==> config.mk <==
export PLATFORM = sky130hd
export DESIGN_NAME = pbkdf2_core_flat
export DESIGN_NICKNAME = d
export VERILOG_FILES = /design/src/rtl/pbkdf2_pkg.sv /design/src/rtl/pbkdf2_if.sv /design/src/rtl/pbkdf2_block_acc.sv /design/src/rtl/pbkdf2_core.sv /design/src/flat_wrapper.sv
export SDC_FILE = /design/constraint.sdc
export NUM_CORES = 2
export LEC_CHECK = 0
export ABC_AREA = 1
export BUFFER_PORTS_ARGS = -buffer_cell sky130_fd_sc_hd__buf_2
export CORE_AREA = 2 2 630 632
export CTS_CLUSTER_DIAMETER = 40
export DETAILED_ROUTE_END_ITERATION = 16
export DIE_AREA = 0 0 632 634
export SYNTH_ARGS = -nofsm -noshare
export SYNTH_HDL_FRONTEND = slang
export SYNTH_HIERARCHICAL = 1
export SYNTH_SLANG_ARGS = --single-unit
export TNS_END_PERCENT = 10
==> constraint.sdc <==
create_clock -name clk_i -period 36.8 [get_ports clk_i]
set_input_delay 5.52 -clock clk_i [delete_from_list [all_inputs] [get_ports clk_i]]
set_output_delay 5.52 -clock clk_i [all_outputs]
set_load 0.005 [all_outputs]
==> src/rtl/pbkdf2_pkg.sv <==
// Shared types and constants for the PBKDF2 engine: FSM state encoding and widths.
package pbkdf2_pkg;

    localparam int INT_W      = 32;
    localparam int HASH_W_DEF = 256;

    typedef enum logic [2:0] {
        S_IDLE,
        S_REQ,
        S_WAIT,
        S_DONE,
        S_DRAIN
    } state_e;

endpackage

==> src/rtl/pbkdf2_if.sv <==
// PRF request/response channel between the PBKDF2 sequencer (master) and the HMAC core (slave).
interface pbkdf2_if #(
    parameter int PASS_W = 256,
    parameter int SALT_W = 256,
    parameter int HASH_W = 256
) ();

    logic                 req_v;
    logic                 req_ready;
    logic [PASS_W-1:0]    key;
    logic [SALT_W+31:0]   msg;
    logic                 first;
    logic                 rsp_v;
    logic                 rsp_ready;
    logic [HASH_W-1:0]    rsp_data;

    modport master (
        output req_v, key, msg, first, rsp_ready,
        input  req_ready, rsp_v, rsp_data
    );

    modport slave (
        input  req_v, key, msg, first, rsp_ready,
        output req_ready, rsp_v, rsp_data
    );

endinterface

==> src/rtl/pbkdf2_block_acc.sv <==
// Per-block U/T accumulation: U tracks the last PRF output, T the running XOR, and the
// finished T is written into its derived-key slot (block 1 in the MSBs).
module pbkdf2_block_acc #(
    parameter int BLOCKS = 1,
    parameter int HASH_W = 256,
    parameter int I_W    = 1
) (
    input  logic                     clk_i,
    input  logic                     rst_i,
    input  logic                     capture_i,
    input  logic                     first_i,
    input  logic                     last_i,
    input  logic [I_W-1:0]           slot_i,
    input  logic [HASH_W-1:0]        data_i,
    output logic [HASH_W-1:0]        u_o,
    output logic [BLOCKS*HASH_W-1:0] dk_o
);

    logic [HASH_W-1:0]        u_q, u_d;
    logic [HASH_W-1:0]        acc_q, acc_d;
    logic [BLOCKS*HASH_W-1:0] dk_q, dk_d;

    always_comb begin
        u_d   = u_q;
        acc_d = acc_q;
        dk_d  = dk_q;
        if (capture_i) begin
            u_d   = data_i;
            acc_d = first_i ? data_i : (acc_q ^ data_i);
            if (last_i) begin
                for (int b = 0; b < BLOCKS; b++) begin
                    if (slot_i == I_W'(b + 1)) begin
                        dk_d[(BLOCKS-b)*HASH_W-1 -: HASH_W] = acc_d;
                    end
                end
            end
        end
    end

    always_ff @(posedge clk_i or posedge rst_i) begin
        if (rst_i) begin
            u_q   <= '0;
            acc_q <= '0;
            dk_q  <= '0;
        end else begin
            u_q   <= u_d;
            acc_q <= acc_d;
            dk_q  <= dk_d;
        end
    end

    assign u_o  = u_q;
    assign dk_o = dk_q;

endmodule

==> src/rtl/pbkdf2_core.sv <==
// PBKDF2 sequencer driving an external HMAC PRF; XORs each block's iterations into dk_o.
// Optional abort support (abort_i port, DRAIN state) is built when PBKDF2_ABORT_EN is defined.
module pbkdf2_core
    import pbkdf2_pkg::*;
#(
    parameter int BLOCKS = 1,
    parameter int HASH_W = HASH_W_DEF,
    parameter int PASS_W = 256,
    parameter int SALT_W = 256,
    parameter int ITER_W = 32
) (
    input  logic                     clk_i,
    input  logic                     rst_i,
`ifdef PBKDF2_ABORT_EN
    input  logic                     abort_i,
`endif
    input  logic                     v_i,
    output logic                     ready_o,
    input  logic [PASS_W-1:0]        pass_i,
    input  logic [SALT_W-1:0]        salt_i,
    input  logic [ITER_W-1:0]        iters_i,
    pbkdf2_if.master                 prf,
    output logic                     v_o,
    input  logic                     ready_i,
    output logic [BLOCKS*HASH_W-1:0] dk_o
);

    localparam int I_W = $clog2(BLOCKS + 1);
    localparam logic [I_W-1:0]    I_ONE  = I_W'(1);
    localparam logic [I_W-1:0]    I_LAST = I_W'(BLOCKS);
    localparam logic [ITER_W-1:0] J_ONE  = ITER_W'(1);

    state_e              state_q, state_d;
    logic                ready_q;
    logic [I_W-1:0]      i_q, i_d;
    logic [ITER_W-1:0]   j_q, j_d;
    logic [ITER_W-1:0]   iters_q;
    logic [PASS_W-1:0]   pass_q;
    logic [SALT_W-1:0]   salt_q;
    logic                latch;
    logic                capture;
    logic                first_w;
    logic [HASH_W-1:0]   u_w;

    always_comb begin
        state_d = state_q;
        i_d     = i_q;
        j_d     = j_q;
        latch   = 1'b0;
        capture = 1'b0;
        unique case (state_q)
            S_IDLE: begin
                if (v_i && ready_q) begin
                    latch   = 1'b1;
                    i_d     = I_ONE;
                    j_d     = J_ONE;
                    state_d = S_REQ;
                end
            end
            S_REQ: begin
                if (prf.req_ready) state_d = S_WAIT;
`ifdef PBKDF2_ABORT_EN
                if (abort_i) state_d = prf.req_ready ? S_DRAIN : S_IDLE;
`endif
            end
            S_WAIT: begin
                // j is compared against c before incrementing, so c = 2^ITER_W-1 cannot wrap
                if (prf.rsp_v) begin
                    capture = 1'b1;
                    if (j_q != iters_q) begin
                        j_d     = j_q + J_ONE;
                        state_d = S_REQ;
                    end else if (i_q == I_LAST) begin
                        state_d = S_DONE;
                    end else begin
                        i_d     = i_q + I_ONE;
                        j_d     = J_ONE;
                        state_d = S_REQ;
                    end
                end
`ifdef PBKDF2_ABORT_EN
                if (abort_i) begin
                    capture = 1'b0;
                    i_d     = i_q;
                    j_d     = j_q;
                    state_d = prf.rsp_v ? S_IDLE : S_DRAIN;
                end
`endif
            end
            S_DONE: begin
`ifdef PBKDF2_ABORT_EN
                if (ready_i || abort_i) state_d = S_IDLE;
`else
                if (ready_i) state_d = S_IDLE;
`endif
            end
`ifdef PBKDF2_ABORT_EN
            S_DRAIN: begin
                if (prf.rsp_v) state_d = S_IDLE;
            end
`endif
            default: state_d = S_IDLE;
        endcase
    end

    // ready_o is registered so it stays low through reset and rises one cycle after release
    always_ff @(posedge clk_i or posedge rst_i) begin
        if (rst_i) begin
            state_q <= S_IDLE;
            ready_q <= 1'b0;
            i_q     <= '0;
            j_q     <= '0;
            iters_q <= '0;
            pass_q  <= '0;
            salt_q  <= '0;
        end else begin
            state_q <= state_d;
            ready_q <= (state_d == S_IDLE);
            i_q     <= i_d;
            j_q     <= j_d;
            if (latch) begin
                pass_q  <= pass_i;
                salt_q  <= salt_i;
                iters_q <= (iters_i == '0) ? J_ONE : iters_i;
            end
        end
    end

    assign first_w       = (j_q == J_ONE);
    assign ready_o       = ready_q;
    assign v_o           = (state_q == S_DONE);
    assign prf.req_v     = (state_q == S_REQ);
    assign prf.rsp_ready = (state_q == S_WAIT) || (state_q == S_DRAIN);
    assign prf.first     = first_w;
    assign prf.key       = pass_q;
    assign prf.msg       = first_w ? {salt_q, INT_W'(i_q)} : (SALT_W + INT_W)'(u_w);

    pbkdf2_block_acc #(
        .BLOCKS (BLOCKS),
        .HASH_W (HASH_W),
        .I_W    (I_W)
    ) u_acc (
        .clk_i     (clk_i),
        .rst_i     (rst_i),
        .capture_i (capture),
        .first_i   (first_w),
        .last_i    (j_q == iters_q),
        .slot_i    (i_q),
        .data_i    (prf.rsp_data),
        .u_o       (u_w),
        .dk_o      (dk_o)
    );

endmodule

==> src/flat_wrapper.sv <==
// flat-port wrapper written by rule: the top's interface ports become plain ports
module pbkdf2_core_flat import pbkdf2_pkg::*;
#(
    parameter int BLOCKS = 1,
    parameter int HASH_W = HASH_W_DEF,
    parameter int PASS_W = 256,
    parameter int SALT_W = 256,
    parameter int ITER_W = 32
)
  (clk_i, rst_i, v_i, ready_o, pass_i, salt_i, iters_i, v_o, ready_i, dk_o, prf_req_v, prf_key, prf_msg, prf_first, prf_rsp_ready, prf_req_ready, prf_rsp_v, prf_rsp_data);
  pbkdf2_if #(.PASS_W(PASS_W), .SALT_W(SALT_W), .HASH_W(HASH_W)) prf_i ();
  input  logic clk_i;
  input  logic rst_i;
  input  logic v_i;
  output logic ready_o;
  input  logic [PASS_W-1:0] pass_i;
  input  logic [SALT_W-1:0] salt_i;
  input  logic [ITER_W-1:0] iters_i;
  output logic v_o;
  input  logic ready_i;
  output logic [BLOCKS*HASH_W-1:0] dk_o;
  output wire logic [$bits(prf_i.req_v)-1:0] prf_req_v;
  output wire logic [$bits(prf_i.key)-1:0] prf_key;
  output wire logic [$bits(prf_i.msg)-1:0] prf_msg;
  output wire logic [$bits(prf_i.first)-1:0] prf_first;
  output wire logic [$bits(prf_i.rsp_ready)-1:0] prf_rsp_ready;
  input wire logic [$bits(prf_i.req_ready)-1:0] prf_req_ready;
  input wire logic [$bits(prf_i.rsp_v)-1:0] prf_rsp_v;
  input wire logic [$bits(prf_i.rsp_data)-1:0] prf_rsp_data;
  assign prf_req_v = prf_i.req_v;
  assign prf_key = prf_i.key;
  assign prf_msg = prf_i.msg;
  assign prf_first = prf_i.first;
  assign prf_rsp_ready = prf_i.rsp_ready;
  assign prf_i.req_ready = prf_req_ready;
  assign prf_i.rsp_v = prf_rsp_v;
  assign prf_i.rsp_data = prf_rsp_data;
  pbkdf2_core #(.BLOCKS(BLOCKS), .HASH_W(HASH_W), .PASS_W(PASS_W), .SALT_W(SALT_W), .ITER_W(ITER_W)) u_core (.clk_i(clk_i), .rst_i(rst_i), .v_i(v_i), .ready_o(ready_o), .pass_i(pass_i), .salt_i(salt_i), .iters_i(iters_i), .prf(prf_i), .v_o(v_o), .ready_i(ready_i), .dk_o(dk_o));
endmodule
==> metrics <==
main combinational cell family by area after synthesis=simple AND/OR/NAND/NOR gates; Post-Route WL=360.3 mm; Total Power=6.927 mW; maxcap violations=0; hold_ws=0.4700 ns; H-tree Lvls=5; fin area=84140 µm²; Routed Antenna Nets=0; first-pass GRT wire length=479.9 mm; Cell variety after synth=28; Hold Fails Final Rpt=0; clk_skew=0.05064 ns; DR DRC count=0; Max VDD drop=40.71 µV; Total GRT Usage=0.1723; Hold Path Origin=u_core/prf.key[80]; slew margin rel.=0.06097; Avg Vias per Cell=3.997; setup bufs post-CTS=0; Slew @ Worst Pin=1.409 ns; R2R depth=17; Synth Area in Simple Gates=0.3444; DP Area=73320 µm²; via count=59666; Tmin final=10.80 ns; Post-Layout Cell Count=14929; TritonCTS clock tree=yes; Sink Count=1349; DIE WIDTH=632 µm; total CTS buffers=298; Synth Cell Area=60220 µm²; GRT overflow=0; compound-gate portion of the synthesized area=0.02693; Highest Clock Rate=0.09256 GHz; initial antenna violation count=193; hold path cells=2; Initial DRT Pass Iterations=6; Clock transition at path regs=0.05 ns; largest net degree at the start of global routing=176; number of warnings issued by yosys=6; fraction of layout cells with a size suffix above 1=0.2288; Hold Path End=u_core/prf.key[80]; mux cell area share after synthesis=0; RSZ-0062 raised after global routing=false; post-synthesis xor/xnor area fraction=0.005526; Util after Layout=0.2134; final worst-path cycle share=0.2936; area of the die=400700 µm²; syn_nets=8613; clock latency on the worst-skew pair=0.90 ns; pre-CTS WS=26.85 ns; root buffer cell=clkbuf_16; GPL Wtd Cong=1.012; hold_buf cts=0; crit path kind=flip-flop to primary output; r2r endpoint=u_core/u_acc/dk_o[206]; Inst Count DP=14289; core area=394200 µm²; Static Leak=45.80 nW; die height=634 µm; Cells after Synth=7805; Adder-Cell Fraction of Synth Area=0.0004155; Initial Utilization=0.1528; cts repair resizes=0; #FFs+latches synth=1349; Ports=1611; Final Setup Violations=0; flop-to-flop setup slack=30.71 ns; clock buffer depth=4; WL/cell=24.14 µm; critical path arrival=5.28 ns; Synth Area per Inst=7.716 µm²; vias in the first global route=56614; Critical Path Start Type=flip-flop; Power Density=82.33 nW/µm²; FF-to-FF Start=u_core/j_q[0]; Row Count=231; Area Overhead vs Synth=39.71%; post-DP HPWL=280.1 mm; input/output buffers=1610; Max Slew Vio Count=0; Crit path required time=31.28 ns; final net count=10155; outcome=finished clean; hold crit path type=flip-flop to flip-flop; post-route setup slack=26.00 ns; setup TNS=0 ns; CP endpoint kind=primary output; CP Max Fanout=86; Seq/Total Area, Yosys=0.5605; DRT iter0 DRCs=5019
## registers in the layout, summed over array words and instances (netlist names)
| signal | cells |
|---|---|
| u_core/prf.key | 256 |
| u_core/salt_q | 256 |
| u_core/u_acc/acc_q | 256 |
| u_core/u_acc/dk_o | 256 |
| u_core/u_acc/u_o | 256 |
| u_core/iters_q | 32 |
| u_core/j_q | 32 |
| u_core/state_q | 3 |
| u_core/i_q | 1 |
| u_core/ready_o | 1 |
## worst max-delay path: stages (launching register included)
cell and delay [ns]:
dfrtp_1 0.47, ha_1 0.23, nand2_1 0.07, nor3_1 0.06, nand4_1 0.14, nor2_4 0.06
buf_4 0.28, inv_8 0.57, buf_4 0.76, buf_4 0.62, buf_4 0.56, nand2_1 0.12
nand2_1 0.10, buf_2 0.12
## synthesized netlist by cell type, drive strengths merged
master,count,area share
nand2,4225,0.26
dfrtp,1349,0.56
nand3,820,0.068
inv,421,0.026
o21ai,320,0.027
buf,311,0.028
nor2,163,0.010
clkbuf,126,0.0079
xnor2,29,0.0042
nand4,10,0.0011
nor4,9,0.00093
xor2,9,0.0013
nor3,5,0.00042
clkinv,2,0.00012
ha,2,0.00042
a211oi,1,0.00012
a21oi,1,0.000083
a22oi,1,0.00012
conb,1,0.000062
## cells in the final DEF, fill, tap and decap left out, types with 2 or more instances in the layout
cell,instances
nand2_1,4224
buf_2,1610
dfrtp_1,1349
nand3_1,820
inv_1,413
o21ai_0,320
clkbuf_16,300
nor2_1,159
diode_2,112
buf_4,65
bufinv_16,43
clkbuf_8,39
clkinvlp_4,31
clkbuf_1,30
xnor2_1,29
clkinv_4,26
clkinv_2,22
inv_6,19
inv_8,10
nand4_1,9
nor4_1,9
xor2_1,9
clkinv_8,8
nor3_1,5
inv_16,4
clkinv_16,4
buf_12,4
nor2_4,2
nor2_2,2
clkinv_1,2
ha_1,2
## worst max-delay path by stage
stage	from	end	slack, ns
after global routing	u_core/j_q[0]	prf_msg[237]	25.55
after CTS	u_core/j_q[28]	prf_msg[115]	25.85
after floorplan	rst_i	u_core/u_acc/acc_q[0]	9.72
after detailed placement	u_core/j_q[0]	prf_msg[115]	26.85
after global placement	u_core/j_q[0]	prf_msg[115]	26.85
final	u_core/j_q[0]	prf_msg[214]	26.00
## area by class of cell
cell class                      instances  area, µm²
Fill cell                           44049     310100
Sequential cell                      1349      33760
Multi-Input combinational cell       5596      22730
Timing Repair Buffer                 1679       8626
Clock buffer                          369       8157
Tap cell                             5242       6559
Clock inverter                        159       2381
Inverter                              423       1648
Antenna cell                          112      280.3
## power breakdown
| group | internal, mW | switching [mW] |
|---|---|---|
| combinational | 0.545 | 1.12 |
| clock | 1.88 | 0.965 |
| sequential | 1.96 | 0.449 |
## per-layer routing
layer / track usage / vias up / part of all wire
met1: 0.2201 / 28708 / 0.42
met5: 0.003261 / - / 0.0015
met3: 0.05974 / 806 / 0.093
met2: 0.2514 / 2615 / 0.42
met4: 0.09671 / 54 / 0.063
li1: - / 27483 / -
## kinds of logic after synthesis
family                     Yosys count
other                                1
and+or+nand+nor                   5232
buffers and inverters              860
DFF                               1349
adders and majority gates            2
AOI/OAI and AO/OA                  323
xor gates and xnor gates            38
Power figures use the tool's default switching activity.
